### config.mk
export PLATFORM = sky130hd
export DESIGN_NAME = data_mem_arbiter_flat
export DESIGN_NICKNAME = d
export VERILOG_FILES = /design/src/rtl/data_mem_arbiter_pkg.sv /design/src/rtl/data_mem_arbiter_if.sv /design/src/rtl/data_mem_arbiter_timer.sv /design/src/rtl/data_mem_arbiter.sv /design/src/flat_wrapper.sv
export SDC_FILE = /design/constraint.sdc
export NUM_CORES = 1
export LEC_CHECK = 0
export ABC_AREA = 1
export BUFFER_PORTS_ARGS = -buffer_cell sky130_fd_sc_hd__buf_2
export CAP_MARGIN = 20
export CORE_AREA = 3 3 97 99
export DETAILED_ROUTE_END_ITERATION = 8
export DIE_AREA = 0 0 100 102
export GPL_TIMING_DRIVEN = 0
export RECOVER_POWER = 25
export SLEW_MARGIN = 0
export SYNTH_ARGS = -nofsm -noshare
export SYNTH_HDL_FRONTEND = slang
export SYNTH_SLANG_ARGS = --single-unit
### constraint.sdc
create_clock -name clk -period 1.4 [get_ports clk]
set_clock_uncertainty 0.15 [all_clocks]
set_input_delay 0 -clock clk [delete_from_list [all_inputs] [get_ports clk]]
set_output_delay 0 -clock clk [all_outputs]
set_load 0.05 [all_outputs]
### src/rtl/data_mem_arbiter_pkg.sv
// mem_arb_pkg: shared state, port-id and opcode encodings for the data memory arbiter and MA stage
package mem_arb_pkg;
  typedef enum logic [1:0] {IDLE = 2'd0, ACCESS = 2'd1, RESP = 2'd2} state_t;
  localparam logic PORT_IF = 1'b0;
  localparam logic PORT_MA = 1'b1;
  localparam logic OP_LOAD = 1'b0;
  localparam logic OP_STORE = 1'b1;
endpackage

### src/rtl/data_mem_arbiter_if.sv
// data_mem_arbiter_if: IF/MA request ports and memory-side bus of the data memory arbiter
interface data_mem_arbiter_if #(
  parameter int ADDR_W = 8,
  parameter int DATA_W = 16
);
  logic              if_req;
  logic [ADDR_W-1:0] if_addr;
  logic              if_ack;
  logic [DATA_W-1:0] if_rdata;
  logic              ma_req;
  logic              ma_we;
  logic [ADDR_W-1:0] ma_addr;
  logic [DATA_W-1:0] ma_wdata;
  logic              ma_ack;
  logic [DATA_W-1:0] ma_rdata;
  logic [ADDR_W-1:0] mem_addr;
  logic              mem_we;
  logic [DATA_W-1:0] mem_wdata;
  logic [DATA_W-1:0] mem_rdata;
  modport master (
    output if_req, if_addr, ma_req, ma_we, ma_addr, ma_wdata, mem_rdata,
    input  if_ack, if_rdata, ma_ack, ma_rdata, mem_addr, mem_we, mem_wdata
  );
  modport slave (
    input  if_req, if_addr, ma_req, ma_we, ma_addr, ma_wdata, mem_rdata,
    output if_ack, if_rdata, ma_ack, ma_rdata, mem_addr, mem_we, mem_wdata
  );
endinterface

### src/rtl/data_mem_arbiter_timer.sv
// mem_lat_timer: loadable down-counter timing one memory access; first marks the opening cycle
module mem_lat_timer #(
  parameter int MEM_LAT = 2
) (
  input  logic clk,
  input  logic rst_n,
  input  logic load,
  input  logic en,
  output logic done,
  output logic first
);
  localparam int CW = $clog2(MEM_LAT + 1);
  logic [CW-1:0] cnt;
  always_ff @(posedge clk or negedge rst_n)
    if (!rst_n) cnt <= '0;
    else if (load) cnt <= CW'(MEM_LAT - 1);
    else if (en && cnt != '0) cnt <= cnt - CW'(1);
  assign done = cnt == '0;
  assign first = cnt == CW'(MEM_LAT - 1);
endmodule

### src/rtl/data_mem_arbiter.sv
// data_mem_arbiter: shares the single-port data memory between instruction fetch and memory-access stage
module data_mem_arbiter
  import mem_arb_pkg::*;
#(
  parameter int ADDR_W = 8,
  parameter int DATA_W = 16,
  parameter int MEM_LAT = 2,
  parameter int MAX_STREAK = 3
) (
  input  logic                clk,
  input  logic                rst_n,
  data_mem_arbiter_if.slave   bus,
  output logic                busy
);
  localparam int SW = $clog2(MAX_STREAK + 1);
  state_t            state, state_n;
  logic              port, lat_we, grant_ma, grant_if, done, first;
  logic [ADDR_W-1:0] lat_addr;
  logic [DATA_W-1:0] lat_wdata, if_rdata, ma_rdata;
  logic [SW-1:0]     streak;
  // MA has priority until IF has watched MAX_STREAK MA grants in a row
  assign grant_ma = bus.ma_req && !(bus.if_req && streak == SW'(MAX_STREAK));
  assign grant_if = bus.if_req && !grant_ma;
  assign bus.if_rdata = if_rdata;
  assign bus.ma_rdata = ma_rdata;
  mem_lat_timer #(.MEM_LAT(MEM_LAT)) u_timer (
    .clk(clk),
    .rst_n(rst_n),
    .load(state == IDLE && (grant_ma || grant_if)),
    .en(state == ACCESS),
    .done(done),
    .first(first)
  );
  always_comb begin
    state_n = state;
    case (state)
      IDLE:    state_n = (grant_ma || grant_if) ? ACCESS : IDLE;
      ACCESS:  state_n = done ? RESP : ACCESS;
      default: state_n = IDLE;
    endcase
    bus.mem_addr = state == ACCESS ? lat_addr : '0;
    bus.mem_wdata = state == ACCESS ? lat_wdata : '0;
    bus.mem_we = state == ACCESS && first && lat_we;
    bus.if_ack = state == RESP && port == PORT_IF;
    bus.ma_ack = state == RESP && port == PORT_MA;
    busy = state != IDLE;
  end
  always_ff @(posedge clk or negedge rst_n)
    if (!rst_n) begin
      state <= IDLE;
      port <= PORT_IF;
      lat_we <= 1'b0;
      lat_addr <= '0;
      lat_wdata <= '0;
      streak <= '0;
      if_rdata <= '0;
      ma_rdata <= '0;
    end else begin
      state <= state_n;
      if (state == IDLE) begin
        if (grant_ma || grant_if) begin
          port <= grant_ma ? PORT_MA : PORT_IF;
          lat_we <= grant_ma && bus.ma_we == OP_STORE;
          lat_addr <= grant_ma ? bus.ma_addr : bus.if_addr;
          lat_wdata <= grant_ma ? bus.ma_wdata : '0;
        end
        streak <= (!bus.if_req || grant_if) ? '0 :
                  (streak != SW'(MAX_STREAK)) ? streak + SW'(1) : streak;
      end
      if (state == ACCESS && done && !lat_we) begin
        if (port == PORT_MA) ma_rdata <= bus.mem_rdata;
        else if_rdata <= bus.mem_rdata;
      end
    end
endmodule

### src/flat_wrapper.sv
// flat-port wrapper written by rule: the top's interface ports become plain ports
module data_mem_arbiter_flat import mem_arb_pkg::*;
#(
  parameter int ADDR_W = 8,
  parameter int DATA_W = 16,
  parameter int MEM_LAT = 2,
  parameter int MAX_STREAK = 3
)
  (clk, rst_n, busy, bus_if_req, bus_if_addr, bus_ma_req, bus_ma_we, bus_ma_addr, bus_ma_wdata, bus_mem_rdata, bus_if_ack, bus_if_rdata, bus_ma_ack, bus_ma_rdata, bus_mem_addr, bus_mem_we, bus_mem_wdata);
  data_mem_arbiter_if #(.ADDR_W(ADDR_W), .DATA_W(DATA_W)) bus_i ();
  input  logic clk;
  input  logic rst_n;
  output logic busy;
  input wire logic [$bits(bus_i.if_req)-1:0] bus_if_req;
  input wire logic [$bits(bus_i.if_addr)-1:0] bus_if_addr;
  input wire logic [$bits(bus_i.ma_req)-1:0] bus_ma_req;
  input wire logic [$bits(bus_i.ma_we)-1:0] bus_ma_we;
  input wire logic [$bits(bus_i.ma_addr)-1:0] bus_ma_addr;
  input wire logic [$bits(bus_i.ma_wdata)-1:0] bus_ma_wdata;
  input wire logic [$bits(bus_i.mem_rdata)-1:0] bus_mem_rdata;
  output wire logic [$bits(bus_i.if_ack)-1:0] bus_if_ack;
  output wire logic [$bits(bus_i.if_rdata)-1:0] bus_if_rdata;
  output wire logic [$bits(bus_i.ma_ack)-1:0] bus_ma_ack;
  output wire logic [$bits(bus_i.ma_rdata)-1:0] bus_ma_rdata;
  output wire logic [$bits(bus_i.mem_addr)-1:0] bus_mem_addr;
  output wire logic [$bits(bus_i.mem_we)-1:0] bus_mem_we;
  output wire logic [$bits(bus_i.mem_wdata)-1:0] bus_mem_wdata;
  assign bus_i.if_req = bus_if_req;
  assign bus_i.if_addr = bus_if_addr;
  assign bus_i.ma_req = bus_ma_req;
  assign bus_i.ma_we = bus_ma_we;
  assign bus_i.ma_addr = bus_ma_addr;
  assign bus_i.ma_wdata = bus_ma_wdata;
  assign bus_i.mem_rdata = bus_mem_rdata;
  assign bus_if_ack = bus_i.if_ack;
  assign bus_if_rdata = bus_i.if_rdata;
  assign bus_ma_ack = bus_i.ma_ack;
  assign bus_ma_rdata = bus_i.ma_rdata;
  assign bus_mem_addr = bus_i.mem_addr;
  assign bus_mem_we = bus_i.mem_we;
  assign bus_mem_wdata = bus_i.mem_wdata;
  data_mem_arbiter #(.ADDR_W(ADDR_W), .DATA_W(DATA_W), .MEM_LAT(MEM_LAT), .MAX_STREAK(MAX_STREAK)) u_core (.clk(clk), .rst_n(rst_n), .bus(bus_i), .busy(busy));
endmodule
==> impl_metrics.env, run 1 <==
export IMPL_critical_path_class="flop to output port"
export IMPL_worst_slew_pin_slew_ns=0.8282
export IMPL_dieWidth_um=100
export IMPL_viasPerCell=4.707
export IMPL_r2r_start="u_core.u_timer.cnt[0]$_DFFE_PN0P_"
export IMPL_hold_viol_final=0
export IMPL_synth_avg_cell_area_sq_um=8.482
export IMPL_setup_viol=85
export IMPL_seqCellArea_sq_um=1604
export IMPL_synth_seq_area_share_pct=53.49
export IMPL_root_buffer="clkbuf_8"
export IMPL_grt_pass1_vias=3380
export IMPL_period_needed_ns=1.532
export IMPL_diodes=0
export IMPL_die_h_um=102
export IMPL_maxCapViolCount=0
export IMPL_synthDistinctLibCells=23
export IMPL_drive_gt1_share_pct=45.81
export IMPL_place_gp_congestion=0.7980
export IMPL_cts_buffer_depth=2
export IMPL_start_util_pct=34.67
export IMPL_netlist_area_sq_um=2994
export IMPL_slew_headroom_pct=44.79
export IMPL_total_leakage_power_nw=2.677
export IMPL_clkTransAtPathRegs_ns=0.06
export IMPL_multi_input_area_sq_um=1559
export IMPL_fin_area_sq_um=5507
export IMPL_antenna_found_initial=0
export IMPL_grt_total_usage_pct=20.16
export IMPL_final_nets=613
export IMPL_fp_coreArea_sq_um=8636
export IMPL_muxShareOfSynthArea_pct=0
export IMPL_routed_wl_um=10020
export IMPL_startpoint_type="flop"
export IMPL_port_buffers=112
export IMPL_place_ws_ns=-0.2878
export IMPL_reg2reg_to="u_core.bus.ma_rdata[13]$_DFFE_PN0P_"
export IMPL_ir_drop_mv=1.297
export IMPL_worstPathArrival_ns=1.38
export IMPL_route_detailed_drc=0
export IMPL_yosys_area_share_xor_xnor_pct=0
export IMPL_dp_hpwl_um=5885
export IMPL_synthSimpleGateAreaFrac_pct=33.05
export IMPL_holdCritPathClass="input port to async pin"
export IMPL_fillers=708
export IMPL_holdWs_ns=0.1626
export IMPL_fp_row_count=34
export IMPL_numCtsBuffers=9
export IMPL_synth_net_count=409
export IMPL_synth_cells=353
export IMPL_placed_area_sq_um=3792
export IMPL_io_pins=113
export IMPL_dr_first_iter_drc_count=87
export IMPL_reg2reg_slack_ns=-0.10
export IMPL_ys_ff_latch=64
export IMPL_power_density_nw_per_um2=2664
export IMPL_critPathCapture="bus_mem_wdata[4]"
export IMPL_grt_pass1_wl_um=16220
export IMPL_vias=3149
export IMPL_synth_compound_area_share_pct=3.510
export IMPL_endpoint_kind="output port"
export IMPL_tritoncts="done"
export IMPL_outcome="finished, violations left"
export IMPL_clk_latency_ns=0.33
export IMPL_max_freq_mhz=652.9
export IMPL_first_pass_iters=4
export IMPL_rsz0062_at_grt="yes"
export IMPL_fin_ws_ns=-0.1317
export IMPL_clock_sinks=64
export IMPL_ys_flop_type="dfrtp_1"
export IMPL_grt_max_degree=65
export IMPL_synth_edf_count=0
export IMPL_synth_top_family_by_area="simple AND/OR/NAND/NOR gates"
export IMPL_violations="setup timing"
export IMPL_h_tree_depth=3
export IMPL_dieArea_sq_um=10200
export IMPL_slew_viol_final=0
export IMPL_wl_per_cell_um=14.97
export IMPL_ys_warn_count=0
export IMPL_tns_ns=-6.656
export IMPL_syn2layout_area_growth_pct=83.91
export IMPL_required_ns=1.25
export IMPL_grt_overflow_total=0
export IMPL_fin_crit_sh_pct=109.4
export IMPL_utilization_pct=63.76
export IMPL_crit_start="u_core.state[1]$_DFF_PN0_"
export IMPL_ant_nets=0
export IMPL_synthAdderAreaFrac_pct=1.254
export IMPL_r2r_cells=8
export IMPL_critPathMaxFanout=5
export IMPL_async_flop_share_pct=100.0
## cells in the mapped netlist (3+ instances only)
cell type  instances  area, sq um
nand3b_1           8        60.06
inv_2              4        15.01
inv_1             37        138.9
ha_1               3        37.54
nand3_1           61        305.3
nor2_1            27        101.4
buf_2             10        50.05
dfrtp_1           64         1602
buf_4              4        30.03
nand2_1           98        367.9
o21ai_1           20        100.1
## cell families after synthesis
| kind of cell | count (synthesis) |
|---|---|
| simple gates | 207 |
| flops | 64 |
| buf+inv | 58 |
| compound gates | 21 |
| fa+ha+maj | 3 |
## state kept, by name (all words and copies together) (netlist names), 2 cells and up
| name | flops |
|---|---|
| u_core.bus.if_rdata | 16 |
| u_core.bus.ma_rdata | 16 |
| u_core.lat_addr | 8 |
| u_core.lat_wdata | 16 |
| u_core.state | 2 |
| u_core.streak | 2 |
| u_core.u_timer.cnt | 2 |
## where the power goes
group / switching [mW] / internal [mW] / leakage [nW]
sequential: 0.483 / 2.78 / 0.791
clock: 0.691 / 0.853 / 0.0989
combinational: 6.33 / 3.53 / 1.79
## per-layer routing
| metal | GRT usage, % | wire [um] |
|---|---|---|
| met3 | 5.597 | 650 |
| met5 | 0 | 0 |
| met1 | 23.21 | 4055 |
| met4 | 6.632 | 176 |
| met2 | 36.33 | 5136 |
## placed cells by master, fill, tap and decap left out, drive strengths merged
master / count
buf: 156
bufinv: 1
clkbuf: 13
clkinv: 3
dfrtp: 64
dlygate4sd3: 52
ha: 3
inv: 41
nand2: 101
nand3: 62
nand3b: 8
nand4: 2
nor2: 30
nor3: 2
o21ai: 21
or2: 2
## repair_timing
action / in CTS / in global routing
pin swaps: 41 / 7
gates cloned: 8 / 1
resized for setup: 160 / 36
hold buffers: 52 / 0
setup buffers: 19 / 1
hold endpoints to repair: 125 / 0
endpoints found under the setup margin: 84 / 91
## worst max-delay path, stage by stage, from the launching register on
cell and delay (ns):
dfrtp_2 0.43, inv_4 0.09, nand2_8 0.10, buf_8 0.17, nor2_4 0.11, buf_8 0.15
## area by class of cell
| class | instances | share of cell area [%] |
|---|---|---|
| Timing Repair Buffer | 193 | 29.77 |
| Multi-Input combinational cell | 231 | 28.31 |
| Buffer | 17 | 3.931 |
| Inverter | 41 | 3.022 |
| Clock buffer | 11 | 2.568 |
| Sequential cell | 64 | 29.13 |
| Clock inverter | 4 | 0.8180 |
| Tap cell | 108 | 2.454 |
## through the flow
stage	total power, mW	cells
2_1_floorplan	8.604	353
3_3_place_gp	10.16	573
3_5_place_dp	10.26	573
4_1_cts	14.18	667
5_1_grt	15.51	669
6_report	14.67	669
## how the worst min path moves through the flow
stage	from	end	slack, ns	depth (start not counted)
after floorplan	rst_n	u_core.bus.if_rdata[0]$_DFFE_PN0P_	-0.45	0
after global placement	bus_ma_wdata[15]	u_core.lat_wdata[15]$_DFFE_PN0P_	0.09	3
after detailed placement	rst_n	u_core.bus.ma_rdata[11]$_DFFE_PN0P_	0.004	1
after CTS	rst_n	u_core.bus.ma_rdata[11]$_DFFE_PN0P_	0.19	2
after global routing	rst_n	u_core.bus.if_rdata[7]$_DFFE_PN0P_	0.22	2
final	rst_n	u_core.bus.ma_rdata[11]$_DFFE_PN0P_	0.16	2
Note: power is estimated with default switching activity, not from simulation.
==> run 2: changes to the inputs <==
--- a/config.mk
+++ b/config.mk
@@ -8,11 +8,13 @@
 export ABC_AREA = 1
 export BUFFER_PORTS_ARGS = -buffer_cell sky130_fd_sc_hd__buf_2
 export CAP_MARGIN = 20
-export CORE_AREA = 3 3 97 99
+export CORE_AREA = 3 3 87 89
 export DETAILED_ROUTE_END_ITERATION = 8
-export DIE_AREA = 0 0 100 102
+export DIE_AREA = 0 0 90 92
 export GPL_TIMING_DRIVEN = 0
+export PLACE_DENSITY = 0.74
 export RECOVER_POWER = 25
+export REMOVE_ABC_BUFFERS = 1
 export SLEW_MARGIN = 0
 export SYNTH_ARGS = -nofsm -noshare
 export SYNTH_HDL_FRONTEND = slang
==> run 2 against run 1 <==
Net effect: the flow still finishes with violations (setup timing); die area shrank 19%; final cell count shrank 1.0%; combinational power is essentially flat; routed wire length grew 30%; fmax shrank 2.8%; highest routed layer unchanged.
==> impl_metrics.env, run 2 (synthesis gave the netlist of run 1 again) <==
export IMPL_fin_crit_sh_pct=112.5
export IMPL_maxCapViolCount=0
export IMPL_hold_path_end="u_core.lat_wdata[14]$_DFFE_PN0P_"
export IMPL_viasPerCell=5.443
export IMPL_fp_coreArea_sq_um=6832
export IMPL_holdWs_ns=0.05937
export IMPL_grt_total_usage_pct=28.89
export IMPL_dp_hpwl_um=4804
export IMPL_diodes=0
export IMPL_first_pass_iters=5
export IMPL_rsz0062_at_grt="yes"
export IMPL_violations="setup timing"
export IMPL_fillers=394
export IMPL_numCtsBuffers=9
export IMPL_top_regs="u_core.bus.if_rdata: 16 flops, u_core.bus.ma_rdata: 16 flops, u_core.lat_wdata: 16 flops"
export IMPL_critical_path_class="flop to flop"
export IMPL_whs_path_depth=5
export IMPL_total_leakage_power_nw=2.688
export IMPL_period_needed_ns=1.575
export IMPL_root_buffer="clkbuf_8"
export IMPL_clkTransAtPathRegs_ns=0.07
export IMPL_ant_nets=0
export IMPL_fp_row_count=30
export IMPL_max_freq_mhz=634.9
export IMPL_multi_input_area_sq_um=1648
export IMPL_place_gp_congestion=0.7468
export IMPL_final_nets=618
export IMPL_hp_start="bus_if_req"
export IMPL_reg2reg_slack_ns=-0.18
export IMPL_holdCritPathClass="input port to flop"
export IMPL_required_ns=1.48
export IMPL_fin_area_sq_um=5550
export IMPL_io_pins=113
export IMPL_critPathMaxFanout=8
export IMPL_r2r_cells=6
export IMPL_startpoint_type="flop"
export IMPL_clk_latency_ns=0.34
export IMPL_routed_wl_um=13040
export IMPL_fin_ws_ns=-0.1751
export IMPL_dieWidth_um=90
export IMPL_tns_ns=-7.730
export IMPL_dr_first_iter_drc_count=213
export IMPL_grt_pass1_wl_um=18810
export IMPL_layout_common_cells="nand2_1, buf_2, dfrtp_1, dlygate4sd3_1, buf_6"
export IMPL_endpoint_kind="flop"
export IMPL_hold_viol_final=0
export IMPL_vias=3603
export IMPL_cts_buffer_depth=2
export IMPL_port_buffers=112
export IMPL_r2r_start="u_core.state[1]$_DFF_PN0_"
export IMPL_power_density_nw_per_um2=2764
export IMPL_drive_gt1_share_pct=47.70
export IMPL_wl_per_cell_um=19.70
export IMPL_final_common_cell="nand2_1"
export IMPL_grt_overflow_total=0
export IMPL_reg2reg_to="u_core.bus.if_rdata[10]$_DFFE_PN0P_"
export IMPL_worst_slew_pin_slew_ns=0.8863
export IMPL_ir_drop_mv=2.148
export IMPL_clock_sinks=64
export IMPL_seqCellArea_sq_um=1608
export IMPL_outcome="finished, violations left"
export IMPL_setup_viol=80
export IMPL_tritoncts="done"
export IMPL_syn2layout_area_growth_pct=85.37
export IMPL_h_tree_depth=3
export IMPL_slew_headroom_pct=40.91
export IMPL_antenna_found_initial=0
export IMPL_dieArea_sq_um=8280
export IMPL_worstPathArrival_ns=1.65
export IMPL_slew_viol_final=0
export IMPL_start_util_pct=43.83
export IMPL_die_h_um=92
export IMPL_grt_max_degree=65
export IMPL_placed_area_sq_um=3571
export IMPL_route_detailed_drc=0
export IMPL_grt_pass1_vias=3668
run 2: final cells by class:
type	count	area share, %
clock buffers	12	2.795
clock inverters	3	1.172
inverters	41	3.449
multi-input cells	241	29.69
flip-flops and latches	64	28.97
well taps	96	2.164
repair buffers	204	31.61
repair inverters	1	0.1578
run 2: worst max-delay path: stages (launching register included):
cell and delay [ns]:
dfrtp_2 0.48, buf_12 0.16, nor2_8 0.13, buf_12 0.13
nand4_4 0.17, nand2_1 0.15, nand2_1 0.08
run 2: timing repair:
item                                    CTS  global route
endpoints found under the hold margin   125             0
endpoints found under the setup margin   89            90
setup buffers                            27             8
gates resized for setup                 113            81
pin swaps                                32            24
gates cloned                             10             2
hold buffers                             55             0
run 2: per-stage QoR:
step / utilization (%) / setup slack (ns) / power, mW / cells
finish: 81.25 / -0.1751 / 15.34 / 662
floorplan: - / -0.7086 / 8.102 / 336
global route: 81.25 / -0.2189 / 15.91 / 662
global placement: 52.23 / -0.5298 / 9.530 / 544
detailed placement: 52.27 / -0.5604 / 9.670 / 544
CTS: 75.05 / -0.1204 / 13.99 / 651
run 2: per-layer routing:
layer	global-route usage [%]	share of wire, %
met1	32.91	35
met5	0	0
met4	14.29	4.4
met3	6.563	8.4
met2	51.03	52
run 2: worst max-delay path by stage:
| stage | start | endpoint | depth (start not counted) |
|---|---|---|---|
| global placement | u_core.port$_DFFE_PN0P_ | u_core.bus.if_rdata[6]$_DFFE_PN0P_ | 4 |
| detailed placement | u_core.u_timer.cnt[0]$_DFFE_PN0P_ | u_core.bus.ma_rdata[4]$_DFFE_PN0P_ | 6 |
| CTS | u_core.state[1]$_DFF_PN0_ | bus_mem_addr[6] | 4 |
| floorplan | u_core.port$_DFFE_PN0P_ | bus_ma_ack | 2 |
| finish | u_core.state[1]$_DFF_PN0_ | u_core.bus.if_rdata[10]$_DFFE_PN0P_ | 6 |
| global route | u_core.state[1]$_DFF_PN0_ | u_core.bus.if_rdata[10]$_DFFE_PN0P_ | 6 |
run 2: power breakdown:
group          switching [mW]  internal, mW
logic                    6.68          3.37
clock network           0.730          1.09
registers               0.678          2.80
